===== config.mk =====
export PLATFORM = sky130hd
export DESIGN_NAME = mem_dma_arbiter
export DESIGN_NICKNAME = d
export VERILOG_FILES = /design/src/rtl/mem_dma_arbiter.sv
export SDC_FILE = /design/constraint.sdc
export NUM_CORES = 1
export LEC_CHECK = 0
export ABC_CLOCK_PERIOD_IN_PS = 2360
export BUFFER_PORTS_ARGS = -buffer_cell sky130_fd_sc_hd__clkbuf_2
export CAP_MARGIN = 40
export CORE_MARGIN = 2
export CORE_UTILIZATION = 45
export CTS_CLUSTER_SIZE = 12
export DETAILED_ROUTE_END_ITERATION = 16
export PLACE_DENSITY = 0.83
export REMOVE_ABC_BUFFERS = 1
export SLEW_MARGIN = 10
export SYNTH_ARGS = -nofsm -noshare
export SYNTH_HDL_FRONTEND = slang
export SYNTH_SLANG_ARGS = --single-unit

===== constraint.sdc =====
create_clock -name clk -period 2.36 [get_ports clk]
set_input_delay 0.236 -clock clk [delete_from_list [all_inputs] [get_ports clk]]
set_output_delay 0.236 -clock clk [all_outputs]
set_load 0.03 [all_outputs]

===== src/rtl/mem_dma_arbiter.sv =====
// Single memory port shared by the CPU, an OAM-DMA page copier and a debug port.
// Debug wins in IDLE; a CPU write to DMA_REG_ADDR stalls the CPU while one page is copied to OAM.
module mem_dma_arbiter #(
  parameter int ADDR_WIDTH = 16,
  parameter int DATA_WIDTH = 8,
  parameter logic [ADDR_WIDTH-1:0] DMA_REG_ADDR = 16'h4014,
  parameter int DMA_LEN = 256,
  parameter int OAM_AW = 8
) (
  input  logic                  clk,
  input  logic                  reset_n,
  input  logic [ADDR_WIDTH-1:0] cpu_addr,
  input  logic                  cpu_we,
  input  logic [DATA_WIDTH-1:0] cpu_wdata,
  output logic                  cpu_rdy,
  output logic [ADDR_WIDTH-1:0] mem_addr,
  output logic                  mem_we,
  output logic [DATA_WIDTH-1:0] mem_wdata,
  input  logic [DATA_WIDTH-1:0] mem_rdata,
  input  logic [OAM_AW-1:0]     oam_base,
  output logic [OAM_AW-1:0]     oam_addr,
  output logic                  oam_we,
  output logic [DATA_WIDTH-1:0] oam_wdata,
  output logic                  dma_busy,
  input  logic                  dbg_req,
  input  logic [ADDR_WIDTH-1:0] dbg_addr,
  input  logic                  dbg_we,
  input  logic [DATA_WIDTH-1:0] dbg_wdata,
  output logic                  dbg_gnt,
  output logic                  dbg_rvalid
);

  typedef enum logic [1:0] {IDLE, ALIGN, RD, WR} state_t;

  state_t                state_reg, state_next;
  logic [DATA_WIDTH-1:0] page_reg, page_next;
  logic [OAM_AW-1:0]     oam_ptr_reg, oam_ptr_next;
  logic [OAM_AW-1:0]     index_reg, index_next;
  logic                  dbg_rvalid_reg, dbg_rvalid_next;
  logic                  dma_trigger;

  always_ff @(posedge clk or negedge reset_n) begin
    if (!reset_n) begin
      state_reg      <= IDLE;
      page_reg       <= '0;
      oam_ptr_reg    <= '0;
      index_reg      <= '0;
      dbg_rvalid_reg <= 1'b0;
    end else begin
      state_reg      <= state_next;
      page_reg       <= page_next;
      oam_ptr_reg    <= oam_ptr_next;
      index_reg      <= index_next;
      dbg_rvalid_reg <= dbg_rvalid_next;
    end
  end

  always_comb begin
    state_next      = state_reg;
    page_next       = page_reg;
    oam_ptr_next    = oam_ptr_reg;
    index_next      = index_reg;
    dbg_rvalid_next = 1'b0;
    cpu_rdy         = 1'b0;
    mem_addr        = '0;
    mem_we          = 1'b0;
    mem_wdata       = '0;
    oam_addr        = '0;
    oam_we          = 1'b0;
    oam_wdata       = '0;
    dma_busy        = 1'b0;
    dbg_gnt         = 1'b0;
    dma_trigger     = cpu_we && (cpu_addr == DMA_REG_ADDR);

    // The memory mux is combinational, so hold it at its quiet values while reset is asserted.
    if (!reset_n) begin
      cpu_rdy = 1'b1;
    end else begin
      case (state_reg)
        IDLE: begin
          if (dbg_req) begin
            mem_addr        = dbg_addr;
            mem_we          = dbg_we;
            mem_wdata       = dbg_wdata;
            dbg_gnt         = 1'b1;
            dbg_rvalid_next = !dbg_we;
          end else begin
            cpu_rdy   = 1'b1;
            mem_addr  = cpu_addr;
            mem_wdata = cpu_wdata;
            if (dma_trigger) begin
              page_next    = cpu_wdata;
              oam_ptr_next = oam_base;
              index_next   = '0;
              state_next   = ALIGN;
            end else begin
              mem_we = cpu_we;
            end
          end
        end
        ALIGN: begin
          dma_busy   = 1'b1;
          state_next = RD;
        end
        RD: begin
          dma_busy   = 1'b1;
          mem_addr   = ADDR_WIDTH'({page_reg, index_reg});
          state_next = WR;
        end
        WR: begin
          dma_busy  = 1'b1;
          mem_addr  = ADDR_WIDTH'({page_reg, index_reg});
          oam_we    = 1'b1;
          oam_addr  = oam_ptr_reg + index_reg;
          oam_wdata = mem_rdata;
          if (index_reg == OAM_AW'(DMA_LEN - 1)) begin
            state_next = IDLE;
          end else begin
            index_next = index_reg + 1'b1;
            state_next = RD;
          end
        end
        default: state_next = IDLE;
      endcase
    end
  end

  assign dbg_rvalid = dbg_rvalid_reg;

endmodule


==> results of run 1 <==
-- cell type report --
class | count | share of cell area, %
Multi-Input combinational cell | 194 | 50.06
Sequential cell | 27 | 22.59
Timing Repair Buffer | 123 | 22.00
Tap cell | 67 | 2.797
Clock buffer | 4 | 1.503
Inverter | 8 | 1.044
-- cell families (layout without fill, tap and decap cells) --
family          Yosys count  count (layout)  synth area share (%)
xor+xnor                  5               5                 1.939
flops                    27              27                 29.92
fa+ha+maj                 9               9                 5.319
compound gates           49              49                 14.85
buf+inv                  21             135                 4.044
simple gates             89              89                 23.55
mux                      42              42                 20.39
-- cells in the final DEF (no fill, tap or decap), types with 2 or more instances in the layout --
cell	count
a22oi_1	17
nor4b_4	2
inv_1	7
buf_4	7
clkbuf_8	3
nor3_1	4
and2_1	11
nand2b_1	3
xnor2_1	4
nand2_1	8
mux2_2	32
clkbuf_2	112
nand3_1	7
o21ai_0	5
nor2b_1	19
nor2_1	22
a21oi_1	7
dfrtp_1	26
mux2i_1	10
o2111ai_1	3
a31oi_1	5
ha_1	8
or3_1	2
-- metal layers --
layer  vias up  part of all wire, %  global-route usage (%)
met5         -                    0                       0
met3         4                  7.9                   4.418
met1      1049                   41                   27.25
met4         0                  1.0                   4.960
met2        93                   50                   38.69
li1       1117                    -                       -
-- timing repair --
| action | CTS | global route |
|---|---|---|
| gates cloned | 0 | 0 |
| hold buffers | 1 | 0 |
| setup endpoints to repair | 2 | 4 |
| hold endpoints to repair | 27 | 0 |
| setup buffers | 1 | 0 |
| resized for setup | 2 | 7 |
| pin swaps | 1 | 1 |
-- power by group --
| part | total, µW | switching [µW] | internal, µW |
|---|---|---|---|
| clock network | 265 | 144 | 121 |
| registers | 591 | 78.2 | 513 |
| logic | 1090 | 703 | 388 |
| total | 1950 | 925 | 1020 |
-- through the flow --
stage	total power, µW	hold slack, ns	instance area [µm²]	setup slack [ns]
after detailed placement	1659	0.2405	2917	0.1495
after CTS	1943	0.1192	2985	0.01057
final	1948	0.1241	2997	0.09212
after global routing	2089	0.1322	2997	0.002277
after floorplan	1295	-0.05959	2197	-0.1822
after global placement	1641	0.2331	2917	0.1996
-- worst paths after layout --
path / start / to / slack [ns] / depth (start not counted)
worst max register to register: state_reg[0] / index_reg[6] / 0.54 / 5
worst max-delay path: oam_ptr_reg[0] / oam_addr[6] / 0.09 / 7
min in group asynchronous: reset_n / index_reg[4] / 0.50 / 3
max in group asynchronous: reset_n / index_reg[6] / 1.56 / 3
worst min-delay path: dbg_we / dbg_rvalid / 0.12 / 2
worst min register to register: page_reg[3] / page_reg[3] / 0.52 / 1
==> reports/results.tsv, run 1 <==
stage	metric	value	unit
placed_design	post-detail-place hpwl	4879	µm
final_layout	Reg area	676.9	µm²
sta	Setup TNS	0	ns
clock_tree	clock buffer depth	2	
sta	clk_skew	0.003702	ns
global_route	number of global-route vias before repair	2189	
power_and_ir_drop	Worst VDD drop	0.0004371	V
setup_path	critical path endpoint category	output port	
logic_synthesis	Yosys top cell area share	29.92	%
placed_design	GPL Wtd Cong	0.8471	
drt	1st-pass router iterations	4	
run_status	outcome	complete, no violations	
drt	DR DRC count	0	
die	core area	4786	µm²
clock_tree	clock slew at reported path FFs	0.09	ns
setup_path	Slowest cell on crit path	dfrtp_1	
setup_path	Worst Path Buf+Inv	1	
drt	via count	2263	
clock_tree	H-Tree Depth	1	
final_layout	layout cell share with drive strength beyond 1	48.31	%
placed_design	Placed Cells	417	
logic_synthesis	cell taking the most area after synthesis	dfrtp_1	
drt	Via density	5.350	
global_route	initial antenna violation count	0	
global_route	maximum number of pins on one net before global-route repair	37	
sta	max-slew violation total from the final report	0	
logic_synthesis	top-count cell post-synth	mux2_2	
setup_path	CP arrival	2.03	ns
setup_path	Worst path max stage delay	0.39	ns
setup_path	Max FO, Critical Path	3	
drt	drt initial violations	50	
final_layout	Final Non-Filler Cells	423	
die	die area	5601	µm²
global_route	Congestion Overflow GR	0	
logic_synthesis	post-synthesis instance total	242	
setup_path	Critical Path Start Type	flip-flop	
drt	DRT antenna net count	0	
logic_synthesis	most common flop cell mapped by yosys	dfrtp_1	
logic_synthesis	Post-synth top cells	mux2_2, dfrtp_1, nor2_1	
logic_synthesis	#FFs+latches synth	27	
clock_tree	worst skew pair latency	0.27	ns
job	Max Cap Violations	0	
power_and_ir_drop	Power Density	649.9	nW/µm²
logic_synthesis	share of synthesized registers carrying an async set or reset	100.0	%
sta	Tmin final	2.268	ns
die	Placement Rows	25	
clock_tree	CTS tree	yes	
logic_synthesis	sequential share of the synthesized area	29.92	%
sta	Slew @ Worst Pin	0.3818	ns
sta	RSZ-0062 raised after global routing	false	
die	height of the chip	74.84	µm
sta	Final Hold Viols	0	
logic_synthesis	Post-synth EDFFs	0	
placed_design	port bufs	114	
final_layout	final core occ	62.61	%
final_layout	nets@finish	435	
final_layout	Inserted Diodes	0	
setup_path	crit-path cells	ha_1 -> fa_2 -> a21o_1 -> a21oi_2 -> o2111ai_1 -> nand3_1 -> buf_6	
die	DIE WIDTH	74.84	µm
final_layout	Layout fillers	413	
logic_synthesis	synth top area cells	dfrtp_1, mux2_2, a22oi_1	
setup_path	kind of critical path	reg -> out	
clock_tree	CTS Buf Count	3	
clock_tree	clock sink count	27	
die	Ports	115	
final_layout	area of the multi-input gates	1500	µm²
sta	setup violators final	0	
final_layout	Area growth syn-to-layout	32.69	%
global_route	first-pass GRT wire length	9680	µm
drt	drt wl/cell	14.27	µm
clock_tree	cell chosen for the clock root	clkbuf_8	
logic_synthesis	cell area after synthesis	2258	µm²
logic_synthesis	Unique masters post-synth	48	
die	Initial Utilization	47.19	%
sta	Slew HR	74.38	%
sta	fmax	0.4409	GHz
hold_path	Hold/Removal Path Class	in -> reg	
setup_path	critical path's top delay family	adder cells	
logic_synthesis	YS warnings	0	
global_route	global-route usage over all layers	21.80	%
logic_synthesis	syn_area_per_cell	9.332	µm²
power_and_ir_drop	Leak	0.001510	µW
setup_path	critical path data required time	2.12	ns
drt	final WL	6037	µm
sta	Tcrit/Tclk final	96.10	%
Note: power is estimated with default switching activity, not from simulation.
==> run 2: changes to the inputs <==
Settings changed: ABC_AREA from default to 1, CAP_MARGIN 40 to default.
==> run 2 against run 1 <==
Effect of this change: sequential share of layout area fell by 0.14 points; register-to-register slack got worse by 0.07 ns; die area rose by 3.6%; power fell by 12%.
==> reports/results.tsv, run 2 <==
stage	metric	value	unit
final_layout	fin area	3020	µm²
final_layout	layout cell share with drive strength beyond 1	36.24	%
final_layout	most frequent cells in the layout	nand2_1, clkbuf_2, nor2_1	
power_and_ir_drop	Worst VDD drop	0.0003035	V
logic_synthesis	cell taking the most area after synthesis	dfrtp_1	
sta	setup violators final	0	
run_status	outcome	complete, no violations	
final_layout	Layout fillers	486	
logic_synthesis	xor/xnor share of the synthesized area	0.3737	%
placed_design	dpl cell area	2935	µm²
setup_path	Critical Path Start Type	flip-flop	
global_route	initial antenna violation count	0	
logic_synthesis	Post-Synth Adder-Cell Area	5.125	%
logic_synthesis	largest family of logic cells by synthesized area	simple AND/OR/NAND/NOR gates	
sta	Slew HR	69.12	%
final_layout	leading cell type in the layout, fill and taps excluded	nand2_1	
logic_synthesis	post-synthesis instance total	349	
sta	clk_skew	0.008767	ns
global_route	maximum number of pins on one net before global-route repair	33	
global_route	global-route usage over all layers	21.28	%
setup_path	Max FO, Critical Path	7	
drt	final WL	6311	µm
final_layout	nets@finish	537	
logic_synthesis	top-count cell post-synth	nand2_1	
setup_path	kind of critical path	reg -> out	
drt	drt initial violations	204	
sta	fmax	0.4393	GHz
placed_design	port bufs	114	
clock_tree	postcts setup bufs	0	
clock_tree	clock sink count	27	
clock_tree	worst skew pair latency	0.28	ns
placed_design	post-detail-place hpwl	4891	µm
placed_design	dpl ws	0.3908	ns
sta	RSZ-0062 raised after global routing	true	
logic_synthesis	multiplexer share of the synthesized area	0	%
die	core area	5075	µm²
clock_tree	CTS tree	yes	
drt	Via density	5.034	
drt	DR DRC count	0	
die	Initial Utilization	46.18	%
setup_path	critical path data required time	2.12	ns
final_layout	Area growth syn-to-layout	28.88	%
job	Max Cap Violations	0	
logic_synthesis	syn_area_per_cell	6.715	µm²
placed_design	GPL Wtd Cong	0.8860	
logic_synthesis	Simple-Gate Fraction of Synth Area	37.05	%
die	DIE WIDTH	76.17	µm
logic_synthesis	Post-synth EDFFs	0	
sta	Tmin final	2.276	ns
sta	Tcrit/Tclk final	96.45	%
final_layout	Reg area	678.2	µm²
power_and_ir_drop	Leak	0.001626	µW
logic_synthesis	sequential share of the synthesized area	28.83	%
logic_synthesis	synth top area cells	dfrtp_1, nand2_1, nor2_1	
clock_tree	clock buffer depth	2	
final_layout	Inserted Diodes	0	
logic_synthesis	Synth Area in Compound Gates	18.21	%
clock_tree	CTS Buf Count	3	
logic_synthesis	cell area after synthesis	2343	µm²
sta	max-slew violation total from the final report	0	
clock_tree	cell chosen for the clock root	clkbuf_8	
global_route	Congestion Overflow GR	0	
logic_synthesis	YS warnings	0	
setup_path	CP arrival	2.04	ns
logic_synthesis	share of synthesized registers carrying an async set or reset	100.0	%
power_and_ir_drop	Power Density	568.9	nW/µm²
die	height of the chip	76.17	µm
die	die area	5801	µm²
drt	DRT antenna net count	0	
final_layout	area of the multi-input gates	1448	µm²
logic_synthesis	Yosys top cell area share	28.83	%
sta	Slew @ Worst Pin	0.4632	ns
sta	final worst slack	0.08390	ns
logic_synthesis	Post-synth top cells	nand2_1, nor2_1, inv_1	
global_route	first-pass GRT wire length	10530	µm
hold_path	Hold/Removal Path Class	in -> reg	
logic_synthesis	#FFs+latches synth	27	
clock_tree	clock slew at reported path FFs	0.11	ns
die	Ports	115	
global_route	number of global-route vias before repair	2361	
drt	via count	2658	
clock_tree	H-Tree Depth	1	
setup_path	critical path endpoint category	output port	
drt	1st-pass router iterations	4	
drt	drt wl/cell	11.95	µm
die	Placement Rows	26	
logic_synthesis	Unique masters post-synth	32	
sta	Final Hold Viols	0	
logic_synthesis	most common flop cell mapped by yosys	dfrtp_1	
==> run 2: cell types whose count changed after synthesis, moves of 11 or more <==
cell     delta
nor2b_1    -19
a31oi_1    +11
inv_1      +24
nand3_1    +12
mux2_2     -32
a22oi_1    -17
nand2_1   +111
o21ai_2    +15
nor2_1     +17
==> run 2: where the power goes <==
group          switching (µW)  total [µW]  internal (µW)
registers                55.1         552            497
clock network             162         282            120
logic                     630         884            254
==> run 2: cell families (layout without fill, tap and decap cells) <==
logic type,after synthesis,count (layout)
and+or+nand+nor,201,201
DFF,27,27
buffers and inverters,51,160
xor gates and xnor gates,1,1
AOI/OAI and AO/OA,60,60
adders and majority gates,9,9
==> run 2: layout make-up <==
cell class	instances	share of cell area (%)
Sequential cell	27	22.45
Multi-Input combinational cell	271	47.93
Clock buffer	3	1.367
Clock inverter	1	0.2485
Timing Repair Buffer	120	20.46
Tap cell	70	2.900
Inverter	36	4.640
==> run 2: final timing paths <==
path | from | end | slack, ns | cells after the start
max reg2reg | state_reg[1] | oam_ptr_reg[0] | 0.47 | 7
min reg2reg | page_reg[3] | page_reg[3] | 0.49 | 2
min | dbg_we | dbg_rvalid | 0.12 | 2
max in group asynchronous | reset_n | index_reg[2] | 1.51 | 3
min in group asynchronous | reset_n | dbg_rvalid | 0.31 | 2
max | index_reg[0] | oam_addr[6] | 0.08 | 8
==> run 2: timing repair <==
| action | 4_1_cts | 5_1_grt |
|---|---|---|
| hold buffers | 1 | 0 |
| gates resized for setup | 0 | 9 |
| endpoints found under the setup margin | 0 | 8 |
| hold endpoints to repair | 1 | 0 |
==> run 2: critical path, cell delays in order (launching register included) <==
cell,delay (ns)
dfrtp_2,0.46
ha_1,0.22
fa_1,0.45
nand4_1,0.14
nand3_1,0.10
nand2_1,0.06
nand2_1,0.04
nor2_1,0.08
clkbuf_2,0.21
==> run 2: per-stage QoR <==
stage / setup TNS, ns / util [%] / hold slack [ns] / std cells / power (µW)
2_1_floorplan: 0 / - / -0.05959 / 334 / 1144
3_3_place_gp: 0 / 57.84 / 0.08628 / 523 / 1414
3_5_place_dp: 0 / 57.84 / 0.08487 / 523 / 1431
4_1_cts: 0 / 59.00 / 0.1148 / 528 / 1710
5_1_grt: -0.02630 / 59.52 / 0.1112 / 528 / 1839
6_report: 0 / 59.52 / 0.1173 / 528 / 1718
==> run 2: routing by layer <==
layer	wire (µm)	GRT usage (%)	part of all wire, %	vias up
met2	2859	36.61	45	119
li1	-	-	-	1358
met1	2774	27.01	44	1167
met3	566	4.265	9.0	14
met5	0	0	0	-
met4	111	6.545	1.8	0
